$ cat config.mk
export PLATFORM = sky130hd
export DESIGN_NAME = nn_cfg_sequencer
export DESIGN_NICKNAME = d
export VERILOG_FILES = /design/src/rtl/nn_cfg_sequencer.sv
export SDC_FILE = /design/constraint.sdc
export NUM_CORES = 1
export LEC_CHECK = 0
export CAP_MARGIN = 15
export CORE_ASPECT_RATIO = 0.9
export CORE_UTILIZATION = 33
export CTS_CLUSTER_DIAMETER = 120
export DETAILED_ROUTE_END_ITERATION = 7
export PLACE_DENSITY = 0.57
export SLEW_MARGIN = 40
export SYNTH_ARGS = -nofsm -noshare
export SYNTH_HDL_FRONTEND = slang
export SYNTH_SLANG_ARGS = --single-unit
$ cat constraint.sdc
create_clock -name clock -period 2.3 [get_ports clock]
set_input_delay 0.46 -clock clock [delete_from_list [all_inputs] [get_ports clock]]
set_output_delay 0.46 -clock clock [all_outputs]
set_load 0.01 [all_outputs]
$ cat src/rtl/nn_cfg_sequencer.sv
// nn_cfg_sequencer: walks every layer/neuron of nn_top, reads weight and
// bias words from a read-only source memory and replays them as AXI4-Lite
// register writes (0 = weight, 4 = bias, 12 = layer, 16 = neuron).
// One write is outstanding at a time; done pulses at the end of each pass.
module nn_cfg_sequencer #(
  parameter int unsigned NUM_LAYERS  = 3,
  parameter int unsigned NUM_NEURONS = 30,
  parameter int unsigned NUM_WEIGHTS = 784,
  parameter int unsigned DATA_W      = 16,
  parameter int unsigned MEM_AW      = 17
) (
  input  logic              clock,
  input  logic              reset,
  input  logic              start,
  output logic              busy,
  output logic              done,
  output logic              error,
  output logic              mem_rd_en,
  output logic [MEM_AW-1:0] mem_addr,
  input  logic [DATA_W-1:0] mem_rdata,
  output logic [31:0]       m_axi_awaddr,
  output logic              m_axi_awvalid,
  input  logic              m_axi_awready,
  output logic [31:0]       m_axi_wdata,
  output logic              m_axi_wvalid,
  input  logic              m_axi_wready,
  input  logic [1:0]        m_axi_bresp,
  input  logic              m_axi_bvalid,
  output logic              m_axi_bready
);

  localparam int unsigned LAYER_W  = $clog2(NUM_LAYERS + 1);
  localparam int unsigned NEURON_W = (NUM_NEURONS > 1) ? $clog2(NUM_NEURONS) : 1;
  localparam int unsigned T_W      = $clog2(NUM_WEIGHTS + 1);

  localparam logic [LAYER_W-1:0]  LAYER_FIRST = LAYER_W'(1);
  localparam logic [LAYER_W-1:0]  LAYER_LAST  = LAYER_W'(NUM_LAYERS);
  localparam logic [NEURON_W-1:0] NEURON_LAST = NEURON_W'(NUM_NEURONS - 1);
  localparam logic [T_W-1:0]      T_BIAS      = T_W'(NUM_WEIGHTS);

  localparam logic [31:0] REG_WEIGHT = 32'd0;
  localparam logic [31:0] REG_BIAS   = 32'd4;
  localparam logic [31:0] REG_LAYER  = 32'd12;
  localparam logic [31:0] REG_NEURON = 32'd16;

  typedef enum logic [2:0] {
    S_IDLE,
    S_SEL,
    S_FETCH,
    S_WAIT_MEM,
    S_WR,
    S_RESP,
    S_DONE
  } state_e;

  // Kind of the write currently being produced.
  typedef enum logic [1:0] {
    K_LAYER,
    K_NEURON,
    K_DATA
  } item_e;

  state_e                state_q, state_d;
  item_e                 item_q, item_d;
  logic [LAYER_W-1:0]    layer_q, layer_d;
  logic [NEURON_W-1:0]   neuron_q, neuron_d;
  logic [T_W-1:0]        t_q, t_d;
  logic [MEM_AW-1:0]     addr_q, addr_d;
  logic [31:0]           awaddr_q, awaddr_d;
  logic [31:0]           wdata_q, wdata_d;
  logic                  awvalid_q, awvalid_d;
  logic                  wvalid_q, wvalid_d;
  logic                  error_q, error_d;
  logic                  last_item;

  // The bias of the last neuron of the last layer closes the pass.
  assign last_item = (item_q == K_DATA) && (t_q == T_BIAS) &&
                     (neuron_q == NEURON_LAST) && (layer_q == LAYER_LAST);

  assign busy          = (state_q != S_IDLE);
  assign done          = (state_q == S_DONE);
  assign error         = error_q;
  assign mem_rd_en     = (state_q == S_FETCH);
  assign mem_addr      = addr_q;
  assign m_axi_awaddr  = awaddr_q;
  assign m_axi_awvalid = awvalid_q;
  assign m_axi_wdata   = wdata_q;
  assign m_axi_wvalid  = wvalid_q;
  assign m_axi_bready  = (state_q == S_RESP);

  // Sequencer state, walk counters and AXI channel registers.
  always_ff @(posedge clock or posedge reset) begin
    if (reset) begin
      state_q   <= S_IDLE;
      item_q    <= K_LAYER;
      layer_q   <= LAYER_FIRST;
      neuron_q  <= '0;
      t_q       <= '0;
      addr_q    <= '0;
      awaddr_q  <= '0;
      wdata_q   <= '0;
      awvalid_q <= 1'b0;
      wvalid_q  <= 1'b0;
      error_q   <= 1'b0;
    end else begin
      state_q   <= state_d;
      item_q    <= item_d;
      layer_q   <= layer_d;
      neuron_q  <= neuron_d;
      t_q       <= t_d;
      addr_q    <= addr_d;
      awaddr_q  <= awaddr_d;
      wdata_q   <= wdata_d;
      awvalid_q <= awvalid_d;
      wvalid_q  <= wvalid_d;
      error_q   <= error_d;
    end
  end

  // Next-state, counter advance and write-channel control.
  always_comb begin
    state_d   = state_q;
    item_d    = item_q;
    layer_d   = layer_q;
    neuron_d  = neuron_q;
    t_d       = t_q;
    addr_d    = addr_q;
    awaddr_d  = awaddr_q;
    wdata_d   = wdata_q;
    awvalid_d = awvalid_q;
    wvalid_d  = wvalid_q;
    error_d   = error_q;

    unique case (state_q)
      S_IDLE: begin
        if (start) begin
          state_d  = S_SEL;
          item_d   = K_LAYER;
          layer_d  = LAYER_FIRST;
          neuron_d = '0;
          t_d      = '0;
          addr_d   = '0;
          error_d  = 1'b0;
        end
      end

      S_SEL: begin
        if (item_q == K_DATA) begin
          state_d = S_FETCH;
        end else begin
          awaddr_d  = (item_q == K_LAYER) ? REG_LAYER : REG_NEURON;
          wdata_d   = (item_q == K_LAYER) ? 32'(layer_q) : 32'(neuron_q);
          awvalid_d = 1'b1;
          wvalid_d  = 1'b1;
          state_d   = S_WR;
        end
      end

      S_FETCH: begin
        state_d = S_WAIT_MEM;
      end

      S_WAIT_MEM: begin
        awaddr_d  = (t_q == T_BIAS) ? REG_BIAS : REG_WEIGHT;
        wdata_d   = 32'(mem_rdata);
        awvalid_d = 1'b1;
        wvalid_d  = 1'b1;
        state_d   = S_WR;
      end

      // A valid that is already low has completed its handshake, so no
      // separate per-channel done flags are needed.
      S_WR: begin
        if (awvalid_q && m_axi_awready) awvalid_d = 1'b0;
        if (wvalid_q && m_axi_wready)   wvalid_d  = 1'b0;
        if (!awvalid_d && !wvalid_d)    state_d   = S_RESP;
      end

      S_RESP: begin
        if (m_axi_bvalid) begin
          if (m_axi_bresp != 2'b00) begin
            error_d = 1'b1;
            state_d = S_DONE;
          end else if (last_item) begin
            state_d = S_DONE;
          end else begin
            state_d = S_SEL;
            unique case (item_q)
              K_LAYER:  item_d = K_NEURON;
              K_NEURON: item_d = K_DATA;
              default: begin
                // Memory words are laid out in exactly the walk order.
                addr_d = addr_q + MEM_AW'(1);
                if (t_q == T_BIAS) begin
                  t_d = '0;
                  if (neuron_q == NEURON_LAST) begin
                    neuron_d = '0;
                    layer_d  = layer_q + LAYER_W'(1);
                    item_d   = K_LAYER;
                  end else begin
                    neuron_d = neuron_q + NEURON_W'(1);
                    item_d   = K_NEURON;
                  end
                end else begin
                  t_d = t_q + T_W'(1);
                end
              end
            endcase
          end
        end
      end

      S_DONE: begin
        state_d = S_IDLE;
      end

      default: begin
        state_d = S_IDLE;
      end
    endcase
  end

endmodule
==> run metrics <==
setup ws final=0.08065 ns; FILL cells=970; share of cells above drive strength 1=0.1660; commonest non-fill, non-tap cells in the layout=clkdlybuf4s50_1, dfrtp_1, conb_1; maximum number of pins on one net before global-route repair=62; multi-input logic area=0.001832 mm2; H-tree Lvls=3; CP Max Fanout=14; Initial Util=0.3465; GPL Wtd Cong=0.7514; Critical Path AT=1.76 ns; failing checks=DRC; CTS root buf=clkbuf_16; DRT Pass-1 Iters=8; Worst Hold End=t_q[9]; critical path launch point type=register; Synth Area in Adders=0.02079; Die H=101.2 um; Crit. End Element=primary output; post-DR wirelength/cell=14.24 um; critical path class=reg -> out; Leakage=2.164 nW; sequential fraction of design power=0.303; synthesis-to-layout area growth=34.65%; internal power=3.249 mW; synthesis-stage register bit count=61; initial antenna violation count=0; Initial DRC Count=120; Rows=35; Post-Route WL=8870 um; worst reg2reg path depth=5; Clock power frac=0.272; GR Overflow Total=0; Final Net Count=519; number of synthesized flops with an enable pin=0; DP Area=0.004482 mm2; DIE AREA=0.01137 mm2; Post-Syn Instances=390; Power Density=1039 mW/mm2; RSZ-0062 raised after global routing=false; Synth Area in XOR/XNOR=0.004851; mux contribution to synthesized area=0.02218; worst r2r src=state_q[2]; Worst-path clk slew=0.05 ns; period utilisation layout=0.9649; Ports=112; IO buf count=66; CORE AREA=0.01042 mm2; f_max=0.4506 GHz; Netlist Area Pre-Place=0.003611 mm2; Die X=112.3 um; max-cap violations=0; status=finished, violations left; sw frac=0.3567; worst vdd rail ir drop=0.4452 mV; Warnings, synthesis=0; main combinational cell family by area after synthesis=simple AND/OR/NAND/NOR gates; ANT cells=0; Clock Tree Buf Depth=2; simple-gate share of the synthesized area=0.2055; CTS tree=done; final hold violation count=0; vias in the first global route=2926; total track usage=0.1612; Async SR Flop Fraction=1.000; sequential-to-total area share from yosys stat=0.4231; clock sinks=61; DRC viols=5; HPWL Detailed=6184 um; Worst Clk Skew=0.008196 ns; ys flop type=dfrtp_1; antenna-violating nets left=0; Synth cell types=57; Vias=3174; count of final setup violators=0; pre-CTS setup slack=-0.3155 ns; post-synthesis compound-gate area fraction=0.1975; Avg Inst Size Synth=9.259 um2; most common cell after layout, fill and taps aside=clkdlybuf4s50_1; Hold WC Path Type=reg -> reg; final instance area=0.004862 mm2; TritonCTS buffer count=9; post-route minimum period=2.219 ns; final core occ=0.4665; P_sw=1.802 mW; Clk Latency, worst-skew pair=0.33 ns; FF/Latch Area=0.001531 mm2; setup slack, reg-to-reg=0.13 ns; min-delay src=t_q[9]; first-pass GRT wire length=14470 um; CP required=1.84 ns; Final Max Tran Viols=0; FF-to-FF End=mem_addr[5]; Vias/cell=5.095; Combinational Power Share=0.425; Cells on Worst Hold Path=1
==> area by class of cell <==
class	count	area share
multi-input cells	299	0.3767
clock inverters	6	0.01287
clock buffers	10	0.04915
repair buffers	108	0.2054
flip-flops and latches	61	0.3150
well taps	129	0.03320
inverters	10	0.007720
==> synth_stat cells (all sizes together), types with 3 or more instances <==
| cell type | instances | area (um2) |
|---|---|---|
| a21oi | 22 | 113.9 |
| a22o | 14 | 122.6 |
| a31o | 3 | 26.28 |
| a31oi | 6 | 37.54 |
| and2 | 3 | 18.77 |
| and3 | 5 | 31.28 |
| and4 | 3 | 26.28 |
| buf | 51 | 365.4 |
| clkbuf | 13 | 48.80 |
| dfrtp | 60 | 1501 |
| ha | 6 | 75.07 |
| inv | 10 | 37.54 |
| mux2i | 8 | 80.08 |
| nand2 | 38 | 142.6 |
| nand2b | 9 | 56.30 |
| nand3 | 17 | 85.08 |
| nand3b | 3 | 22.52 |
| nand4 | 5 | 31.28 |
| nor2 | 17 | 63.81 |
| nor3 | 11 | 55.05 |
| nor3b | 5 | 37.54 |
| nor4b | 3 | 32.53 |
| o21ai | 23 | 118.9 |
| o31ai | 8 | 60.06 |
| o41ai | 3 | 26.28 |
| or2 | 4 | 25.02 |
| or3 | 3 | 18.77 |
| or4 | 8 | 60.06 |
==> registers in the layout (all words and copies together), names as in the netlist, 2 cells and up <==
name / count
mem_addr: 17
m_axi_wdata: 16
t_q: 10
neuron_q: 5
m_axi_awaddr: 3
state_q: 3
item_q: 2
layer_q: 2
==> kinds of logic (layout without fill, tap and decap cells) <==
logic type,count (synthesis),in the layout
simple gates,138,138
flops,61,61
mux,8,8
buf+inv,74,134
other cells,1,45
fa+ha+maj,6,6
xor+xnor,2,2
compound gates,100,100
==> worst max path at each step <==
stage                         to  startpoint  slack (ns)  cells past startpoint
floorplan           mem_addr[13]  state_q[2]        0.26                      6
global placement    mem_addr[13]       start       -0.26                      6
detailed placement  mem_addr[13]       start       -0.32                      6
CTS                         busy  state_q[2]        0.02                      3
global route        m_axi_bready  state_q[2]       0.007                      4
finish              m_axi_bready  state_q[0]        0.08                      4
==> per-stage QoR <==
stage	hold slack [ns]	instances	TNS [ns]	power (mW)
3_3_place_gp	0.4582	603	-5.158	3.586
6_report	0.4702	623	0	5.051
3_5_place_dp	0.4646	603	-5.754	3.611
2_1_floorplan	0.4386	434	0	2.711
4_1_cts	0.4717	619	0	5.017
5_1_grt	0.4899	623	0	5.370
==> per-layer routing <==
layer  global-route usage  vias up  routed length [um]
li1                     -     1528                   -
met1               0.2187     1553                4283
met2               0.2518       83                4076
met3              0.03112       10                 360
met4              0.07179        0                 148
met5                    0        -                   0
==> worst max-delay path, stage by stage (launching register included) <==
cell             delay [ns]
dfrtp_2                0.41
buf_4                  0.20
nand3b_1               0.15
inv_2                  0.13
clkdlybuf4s50_1        0.54
==> repair_timing <==
action                     in CTS  in global routing
hold buffers                    0                  0
setup endpoints to repair       3                 11
gates resized for setup         3                 11
pin swaps                       0                  1
buffers inserted                0                  4
cloned                          0                  0
==> power groups by stage <==
stage	Clock (mW)	Combinational [mW]	Sequential, mW
3_5_place_dp	0	2.08	1.53
3_3_place_gp	0	2.06	1.53
5_1_grt	1.45	2.36	1.56
4_1_cts	1.40	2.10	1.52
6_report	1.37	2.15	1.53
2_1_floorplan	0	1.14	1.57
Note: power is estimated with default switching activity, not from simulation.
